File: src/rtl/scaler_pkg.sv
// Shared definitions for the horizontal scaler and its controller:
// FSM states, step saturation value and the default geometry widths.
package scaler_pkg;

    localparam int STEP_W = 16;
    localparam int DIM_W  = 12;

    localparam logic [STEP_W-1:0] STEP_MAX = '1;

    typedef logic [STEP_W-1:0] step_t;
    typedef logic [DIM_W-1:0]  dim_t;

    typedef enum logic [1:0] {
        IDLE = 2'd0,
        DIV  = 2'd1,
        PEND = 2'd2
    } ctrl_state_t;

endpackage

File: src/rtl/scaler_step_div.sv
// Iterative restoring divider producing a STEP_WIDTH quotient, one bit per clock.
// Quotients wider than STEP_WIDTH saturate to all-ones and raise sat.
import scaler_pkg::*;

module scaler_step_div #(
    parameter int STEP_WIDTH = STEP_W,
    parameter int DIM_WIDTH  = DIM_W
) (
    input  logic                            clk,
    input  logic                            rst,
    input  logic                            start,
    input  logic [STEP_WIDTH+DIM_WIDTH-1:0] num,
    input  logic [DIM_WIDTH-1:0]            den,
    output logic                            done,
    output logic [STEP_WIDTH-1:0]           quot,
    output logic                            sat
);

    localparam int NUM_W = STEP_WIDTH + DIM_WIDTH;
    localparam int CNT_W = $clog2(NUM_W + 1);

    logic                 busy;
    logic [CNT_W-1:0]     cnt;
    logic [NUM_W-1:0]     num_sh;
    logic [NUM_W-1:0]     q;
    logic [DIM_WIDTH-1:0] den_r;
    logic [DIM_WIDTH-1:0] rem;
    logic [DIM_WIDTH:0]   trial;
    logic [DIM_WIDTH-1:0] rem_next;
    logic                 qbit;

    always_comb begin
        trial    = {rem, num_sh[NUM_W-1]};
        qbit     = 1'b0;
        rem_next = trial[DIM_WIDTH-1:0];
        if (trial >= {1'b0, den_r}) begin
            qbit     = 1'b1;
            rem_next = DIM_WIDTH'(trial - {1'b0, den_r});
        end
    end

    always_ff @(posedge clk) begin
        if (rst) begin
            busy   <= 1'b0;
            done   <= 1'b0;
            cnt    <= '0;
            num_sh <= '0;
            q      <= '0;
            den_r  <= '0;
            rem    <= '0;
        end else begin
            done <= 1'b0;
            if (start) begin
                busy   <= 1'b1;
                cnt    <= CNT_W'(NUM_W);
                num_sh <= num;
                den_r  <= den;
                q      <= '0;
                rem    <= '0;
            end else if (busy) begin
                rem    <= rem_next;
                num_sh <= {num_sh[NUM_W-2:0], 1'b0};
                q      <= {q[NUM_W-2:0], qbit};
                cnt    <= cnt - 1'b1;
                if (cnt == CNT_W'(1)) begin
                    busy <= 1'b0;
                    done <= 1'b1;
                end
            end
        end
    end

    assign sat  = |q[NUM_W-1:STEP_WIDTH];
    assign quot = sat ? '1 : q[STEP_WIDTH-1:0];

endmodule

File: src/rtl/scaler_h_ctrl.sv
// Configuration sequencer and video front end for scaler_h: computes the scale
// step from host geometry, applies it at frame start and gates unscalable frames.
import scaler_pkg::*;

module scaler_h_ctrl #(
    parameter int PIXEL_STEP  = 128,
    parameter int PIXEL_WIDTH = 8,
    parameter int STEP_WIDTH  = STEP_W,
    parameter int DIM_WIDTH   = DIM_W
) (
    input  logic                   clk,
    input  logic                   rst,
    input  logic [DIM_WIDTH-1:0]   cfg_in_w,
    input  logic [DIM_WIDTH-1:0]   cfg_out_w,
    input  logic                   cfg_valid,
    output logic                   cfg_ready,
    output logic                   cfg_err,
    output logic                   step_valid,
    output logic [STEP_WIDTH-1:0]  scale_step,
    input  logic [PIXEL_WIDTH-1:0] di_i,
    input  logic                   de_i,
    input  logic                   hs_i,
    input  logic                   vs_i,
    output logic [PIXEL_WIDTH-1:0] do_o,
    output logic                   de_o,
    output logic                   hs_o,
    output logic                   vs_o,
    output logic [DIM_WIDTH-1:0]   line_cnt
);

    localparam int NUM_W      = STEP_WIDTH + DIM_WIDTH;
    localparam int STEP_SHIFT = $clog2(PIXEL_STEP);

    ctrl_state_t           state;
    logic [STEP_WIDTH-1:0] result;
    logic                  accept;
    logic                  div_start;
    logic                  div_done;
    logic                  div_sat;
    logic [STEP_WIDTH-1:0] div_quot;
    logic [NUM_W-1:0]      div_num;

    logic hs_prev, vs_prev, frame_en;
    logic vs_rise, hs_fall, apply, en_now;

    assign cfg_ready = (state == IDLE);
    assign accept    = cfg_valid & cfg_ready;
    assign div_start = accept & (cfg_out_w != '0);
    assign div_num   = NUM_W'(cfg_in_w) << STEP_SHIFT;

    scaler_step_div #(
        .STEP_WIDTH (STEP_WIDTH),
        .DIM_WIDTH  (DIM_WIDTH)
    ) u_div (
        .clk   (clk),
        .rst   (rst),
        .start (div_start),
        .num   (div_num),
        .den   (cfg_out_w),
        .done  (div_done),
        .quot  (div_quot),
        .sat   (div_sat)
    );

    assign vs_rise = ~vs_prev & vs_i;
    assign hs_fall = hs_prev & ~hs_i;
    assign apply   = (state == PEND) & vs_rise;
    // A step applied on this very edge already enables the frame it starts.
    assign en_now  = vs_rise ? (step_valid | apply) : frame_en;

    always_ff @(posedge clk) begin
        if (rst) begin
            state      <= IDLE;
            cfg_err    <= 1'b0;
            step_valid <= 1'b0;
            scale_step <= '0;
            result     <= '0;
        end else begin
            case (state)
                IDLE: begin
                    if (accept) begin
                        if (cfg_out_w == '0) cfg_err <= 1'b1;
                        else                 state   <= DIV;
                    end
                end
                DIV: begin
                    if (div_done) begin
                        result  <= div_quot;
                        cfg_err <= div_sat;
                        state   <= PEND;
                    end
                end
                PEND: begin
                    if (vs_rise) begin
                        scale_step <= result;
                        step_valid <= 1'b1;
                        state      <= IDLE;
                    end
                end
                default: state <= IDLE;
            endcase
        end
    end

    always_ff @(posedge clk) begin
        if (rst) begin
            do_o     <= '0;
            de_o     <= 1'b0;
            hs_o     <= 1'b0;
            vs_o     <= 1'b0;
            line_cnt <= '0;
            hs_prev  <= 1'b1;
            vs_prev  <= 1'b0;
            frame_en <= 1'b0;
        end else begin
            do_o    <= di_i;
            de_o    <= de_i & en_now;
            hs_o    <= hs_fall & en_now;
            vs_o    <= vs_rise & en_now;
            hs_prev <= hs_i;
            vs_prev <= vs_i;
            if (vs_rise) frame_en <= step_valid | apply;
            if (vs_rise & en_now) begin
                line_cnt <= (hs_fall) ? DIM_WIDTH'(1) : '0;
            end else if (hs_fall & en_now & (line_cnt != '1)) begin
                line_cnt <= line_cnt + 1'b1;
            end
        end
    end

endmodule

File: config.mk
export PLATFORM = sky130hd
export DESIGN_NAME = scaler_h_ctrl
export DESIGN_NICKNAME = d
export VERILOG_FILES = /design/src/rtl/scaler_pkg.sv /design/src/rtl/scaler_step_div.sv /design/src/rtl/scaler_h_ctrl.sv
export SDC_FILE = /design/constraint.sdc
export NUM_CORES = 1
export LEC_CHECK = 0
export CORE_UTILIZATION = 45
export CTS_CLUSTER_DIAMETER = 150
export DETAILED_ROUTE_END_ITERATION = 7
export HOLD_SLACK_MARGIN = 0.15
export PLACE_DENSITY = 0.69
export REMOVE_ABC_BUFFERS = 1
export SLEW_MARGIN = 20
export SYNTH_ARGS = -nofsm -noshare
export SYNTH_HDL_FRONTEND = slang
export SYNTH_SLANG_ARGS = --single-unit
File: constraint.sdc
create_clock -name clk -period 3 [get_ports clk]
set_input_delay 0.3 -clock clk [delete_from_list [all_inputs] [get_ports clk]]
set_output_delay 0.3 -clock clk [all_outputs]
set_load 0.01 [all_outputs]
==> impl_metrics.json, run 1 <==
{
  "status": "complete, no violations",
  "holdBufCountCts": 0,
  "synth-seq-cells": 142,
  "pre_cts_ws_ps": 591,
  "fin_ws_ps": 546,
  "antenna_found_initial": 0,
  "path_cells": "inv_1, ha_1, nand4b_1, nor4_1, and2b_1, a2111oi_1, a311o_1",
  "dp.cells": 883,
  "htreeDepth": 4,
  "path_delay_family": "simple AND/OR/NAND/NOR gates",
  "cts_setup_buffers": 0,
  "postRouteAntennaNets": 0,
  "grt_overflow": 0,
  "dr_wl_met2_um": 6300,
  "clock_skew_ps": 5.99,
  "r2r_start": "u_div.den_r[9]",
  "fp.dieW_um": 118,
  "endpoint_kind": "flip-flop",
  "worstSkewPairLatency_ps": 420,
  "seq_area_frac_synth": 0.468,
  "crit_type": "flip-flop to flip-flop",
  "start_kind": "flip-flop",
  "first_global_vias": 4717,
  "dieHeight_um": 118,
  "fin_area_um2": 7650,
  "ys.flop_type": "dfxtp_1",
  "p_per_area_nw_per_um2": 635,
  "wl_met1_um": 6530,
  "arrival_ps": 2810,
  "yosysWarnings": 0,
  "worst-path-buf-inv": 1,
  "post_drt_wl_per_cell_um": 15.0,
  "synth_edf_count": 0,
  "stdcell_count": 915,
  "wl_um": 13700,
  "utilization": 0.580,
  "syn_inst": 653,
  "hp-class": "primary input to flip-flop",
  "setup_viol": 0,
  "cts_max_path_buffers": 2,
  "core.rowCount": 42,
  "hold_violations": 0,
  "first_iter_violations": 335,
  "holdWs_ps": 339,
  "leakagePower_nw": 2.83,
  "async_flop_share": 0,
  "relSlewSlack": 0.538,
  "cts_tree": "built",
  "worst_pin_slew_ps": 694,
  "netlist_area_um2": 6080,
  "numCtsBuffers": 17,
  "wl_met3_um": 605,
  "drive_above_1_share": 0.114,
  "cpMaxStageDelayCell": "a2111oi_1",
  "drcViolationCount": 0,
  "gp_congestion": 0.874,
  "clk_pin_slew_ps": 60,
  "final_nets": 780,
  "crit_path_max_incr_delay_ps": 430,
  "min-delay-start": "rst",
  "period_share": 0.818,
  "core_um2": 13200,
  "grtUsageTotal": 0.207,
  "dp_hpwl_um": 9280,
  "port_buffers": 79,
  "grt_max_degree": 60,
  "cp.required_ps": 3360,
  "top_layer": "met4",
  "fmax_mhz": 407,
  "vias": 4884,
  "clkSinkCount": 142,
  "dpl-instance-area_um2": 7010,
  "syn_to_final_growth_pct": 25.8,
  "crit_start": "u_div.den_r[9]",
  "io_pins": 80,
  "rsz0062_at_grt": "no",
  "slew_viol_final": 0,
  "root_buffer": "clkbuf_16",
  "grt_first_pass_wirelength_um": 23200,
  "irDropWorstVdd_v": 0.000322,
  "synth_area_per_cell_um2": 9.31,
  "cts_resized": 0,
  "die_area_um2": 14000,
  "drtPass1Iterations": 5,
  "start_util": 0.461,
  "via_per_inst": 5.34,
  "post_synth_num_cell_types": 65,
  "final.min_clock_period_ps": 2450,
  "maxCapViolCount": 0,
  "diodes": 0,
  "worst-path-max-fanout": 14
}
-- placed cells by master (no fill, tap or decap), drive strengths merged, types with 3 or more instances in the layout --
| cell | count |
|---|---|
| a21o | 4 |
| bufinv | 3 |
| nor2 | 75 |
| o211ai | 6 |
| o21a | 3 |
| nor4 | 5 |
| nand2 | 75 |
| a31oi | 11 |
| ha | 15 |
| nor3b | 5 |
| nand4 | 7 |
| dfxtp | 142 |
| o22ai | 3 |
| xnor2 | 11 |
| nand3 | 15 |
| inv | 20 |
| mux2i | 48 |
| o21ai | 19 |
| clkbuf | 25 |
| o221a | 16 |
| or4 | 3 |
| buf | 15 |
| nor2b | 16 |
| xor2 | 9 |
| nor3 | 5 |
| a21oi | 41 |
| a211oi | 17 |
| and3 | 8 |
| nand2b | 3 |
| clkdlybuf4s50 | 78 |
-- kinds of logic (layout without fill, tap and decap cells) --
kind of cell	after synthesis	count (layout)	synth area share
simple gates	231	231	0.184
flops	142	142	0.468
compound gates	136	136	0.161
buf+inv	58	144	0.0418
mux	50	50	0.0827
xor+xnor	20	20	0.0288
fa+ha+maj	16	16	0.0342
-- metal layers --
layer / vias up / global-route usage
met2: 118 / 0.332
li1: 2454 / -
met1: 2294 / 0.265
met3: 18 / 0.0463
met5: - / 0
met4: 0 / 0.0929
-- flip-flops by register name, summed over array words and instances, names as in the netlist --
signal        cells
u_div.cnt         5
de_o              1
u_div.den_r      12
state             2
u_div.rem        12
result           16
hs_o              1
cfg_err           1
u_div.done        1
frame_en          1
line_cnt         12
vs_o              1
vs_prev           1
u_div.q          28
scale_step       16
u_div.busy        1
u_div.num_sh     21
step_valid        1
do_o              8
hs_prev           1
-- cell type report --
type | instances | area (um2)
fillers | 1117 | 5540
multi-input cells | 453 | 2980
flip-flops and latches | 142 | 2850
repair buffers | 93 | 891
clock buffers | 25 | 515
well taps | 176 | 220
clock inverters | 7 | 124
inverters | 19 | 71.3
-- worst register-to-register path: stages (launching register included) --
cell	delay [ps]
dfxtp_1	330
inv_1	40
ha_1	400
nand4b_1	250
nor4_1	380
and2b_1	410
a2111oi_1	430
a311o_1	170
-- power by group --
| part | switching [mW] | total, mW | internal [mW] |
|---|---|---|---|
| logic | 0.368 | 0.643 | 0.275 |
| clock network | 0.782 | 2.23 | 1.45 |
| registers | 0.0417 | 1.98 | 1.94 |
| total | 1.19 | 4.86 | 3.66 |
-- cells in the mapped netlist, drive strengths merged, types with 3 or more instances --
master,number,share of area
a211oi,17,0.023
o22ai,3,0.0031
nor3,5,0.0041
inv,19,0.012
nand4,7,0.0072
nand2b,3,0.0031
o211ai,6,0.0074
buf,16,0.016
a21o,4,0.0049
o221a,16,0.030
nor3b,5,0.0086
clkbuf,23,0.014
nor2,75,0.049
xor2,9,0.013
nor4,5,0.0051
nor2b,16,0.016
ha,15,0.031
o21a,3,0.0037
dfxtp,142,0.47
a31oi,11,0.011
a21oi,41,0.034
nand2,75,0.046
and3,8,0.0082
or4,3,0.0049
xnor2,11,0.016
mux2i,48,0.079
o21ai,19,0.016
nand3,15,0.012
-- worst paths after layout --
path | cells after the start | endpoint | slack (ps)
worst max-delay path | 7 | u_div.rem[1] | 550
worst min-delay path | 3 | result[6] | 340
worst min register to register | 2 | u_div.den_r[3] | 450
worst max register to register | 7 | u_div.rem[1] | 550
-- through the flow --
stage          total power [mW]  TNS [ps]
2_1_floorplan              2.45     -2450
3_3_place_gp               2.65         0
3_5_place_dp               2.66         0
4_1_cts                    4.90         0
5_1_grt                    5.05         0
6_report                   4.86         0
(Power assumes the default switching activity.)
==> run 2, diff against run 1 <==
==> constraint.sdc (replaced) <==
create_clock -name clk -period 2.55 [get_ports clk]
set_input_delay 0.255 -clock clk [delete_from_list [all_inputs] [get_ports clk]]
set_output_delay 0.255 -clock clk [all_outputs]
set_load 0.01 [all_outputs]
==> run 2 against run 1 <==
  * Global-route usage decreased by 0.39 points
  * Sequential share of layout area increased by 0.25 points
  * Hold slack got worse by 46 ps
  * Cell count unchanged
  * Final area decreased by 0.67%
  * Routed wire length decreased by 2.2%
  * Via count increased by 1.5%
  * Core utilization decreased by 0.39 points
  * Clock skew about the same
  * Setup slack got worse by 320 ps
  * Sequential power increased by 18%
  * Fmax increased by 5.6%
==> impl_metrics.json, run 2 (synthesized netlist as in run 1, its figures left out) <==
{
  "syn_to_final_growth_pct": 25.0,
  "cts_setup_buffers": 0,
  "grt_overflow": 0,
  "drive_above_1_share": 0.116,
  "dp_hpwl_um": 9240,
  "cp.required_ps": 2860,
  "crit_type": "flip-flop to flip-flop",
  "rsz0062_at_grt": "no",
  "clk_pin_slew_ps": 60,
  "critPathMostFrequentCell": "a21o_1",
  "fp.dieW_um": 118,
  "slew_viol_final": 0,
  "fin_area_um2": 7600,
  "tns_ps": 0,
  "antenna_found_initial": 0,
  "numCtsBuffers": 17,
  "cts_tree": "built",
  "first_global_vias": 4714,
  "reg2reg_to": "u_div.rem[1]",
  "endpoint_kind": "flip-flop",
  "cts_resized": 0,
  "final_common_cell": "dfxtp_1",
  "via_per_inst": 5.42,
  "port_buffers": 79,
  "dieHeight_um": 118,
  "crit_start": "u_div.den_r[8]",
  "vias": 4959,
  "final.min_clock_period_ps": 2320,
  "start_util": 0.461,
  "crit_path_max_incr_delay_ps": 400,
  "grt_max_degree": 57,
  "stdcell_count": 915,
  "worst-path-max-fanout": 8,
  "cpMaxStageDelayCell": "ha_1",
  "start_kind": "flip-flop",
  "wl_um": 13400,
  "io_pins": 80,
  "grtUsageTotal": 0.203,
  "hp-class": "primary input to flip-flop",
  "post_drt_wl_per_cell_um": 14.6,
  "htreeDepth": 4,
  "wl_met1_um": 6520,
  "grt_first_pass_wirelength_um": 22800,
  "r2r_cells": 7,
  "gp_congestion": 0.951,
  "core.rowCount": 42,
  "root_buffer": "clkbuf_16",
  "setup_viol": 0,
  "worstSetupEndpoint": "u_div.rem[1]",
  "fmax_mhz": 430,
  "hold_violations": 0,
  "final_nets": 780,
  "clock_skew_ps": 6.31,
  "postRouteAntennaNets": 0,
  "diodes": 0,
  "largest_register": "u_div.q",
  "wl_met3_um": 589,
  "core_um2": 13200,
  "maxCapViolCount": 0,
  "period_share": 0.911,
  "final_cell_mix": "141 x dfxtp_1, 78 x clkdlybuf4s50_1, 75 x nand2_1",
  "holdWs_ps": 293,
  "dp.cells": 883,
  "first_iter_violations": 372,
  "p_per_area_nw_per_um2": 712,
  "status": "complete, no violations",
  "irDropWorstVdd_v": 0.000357,
  "clkSinkCount": 142,
  "path_cells": "inv_1, ha_1, a21o_1, a31oi_1, a21o_1, a2111oi_1, a311o_1",
  "worst_pin_slew_ps": 544,
  "holdBufCountCts": 0,
  "worstSkewPairLatency_ps": 420,
  "largest_reg_flops": 28,
  "reg_top3": "u_div.q (28), u_div.num_sh (21)",
  "r2r_slack_ps": 230,
  "dpl-instance-area_um2": 7040,
  "leakagePower_nw": 2.80,
  "relSlewSlack": 0.637,
  "cts_max_path_buffers": 2,
  "top_layer": "met4",
  "r2r_start": "u_div.den_r[8]",
  "drcViolationCount": 0,
  "die_area_um2": 14000,
  "power_mw": 5.41,
  "arrival_ps": 2630,
  "drtPass1Iterations": 5,
  "dr_wl_met2_um": 6030
}
==> run 2: cell types whose count changed in the layout (fill, tap and decap cells not counted), sizes merged <==
cell / previous run / this run
bufinv: 3 / 0
clkinvlp: 1 / 2
inv: 20 / 21
clkinv: 2 / 7
clkbuf: 25 / 21
==> run 2: per-stage QoR <==
stage / setup slack [ps] / utilization
after floorplan: -947 / -
after global placement: 223 / 0.533
after detailed placement: 130 / 0.533
after CTS: 213 / 0.576
after global routing: 97.7 / 0.576
final: 227 / 0.576
==> run 2: worst min-delay path by stage <==
stage                   start              to  slack [ps]  depth (start not counted)
6_report                  rst  u_div.den_r[2]         290                          2
5_1_grt                   rst  u_div.den_r[0]         290                          2
4_1_cts                   rst  u_div.den_r[1]         290                          2
3_5_place_dp   scale_step[12]  scale_step[12]         450                          2
3_3_place_gp   scale_step[13]  scale_step[13]         440                          2
2_1_floorplan             rst   scale_step[0]         320                          1
==> run 2: area by class of cell <==
type,instances,area (um2)
Sequential cell,142,2850
Fill cell,1107,5590
Multi-Input combinational cell,453,2980
Clock inverter,11,82.6
Clock buffer,21,480
Tap cell,176,220
Timing Repair Buffer,93,916
Inverter,19,71.3
==> run 2: worst max-delay path, delay by kind of cell (launching register included) <==
family | cells | cell delay, ps
adders and majority gates | 1 | 400
buffers and inverters | 1 | 50
AOI/OAI and AO/OA | 5 | 1430
DFF | 1 | 330
==> run 2: where the power goes <==
part | internal, mW | switching [mW] | total, mW
logic | 0.340 | 0.437 | 0.777
registers | 2.28 | 0.0548 | 2.34
clock network | 1.35 | 0.944 | 2.30
==> run 2: layer usage <==
| metal | vias to the layer above | global-route usage |
|---|---|---|
| li1 | 2467 | - |
| met1 | 2339 | 0.267 |
| met2 | 131 | 0.321 |
| met3 | 22 | 0.0401 |
| met4 | 0 | 0.0921 |
| met5 | - | 0 |
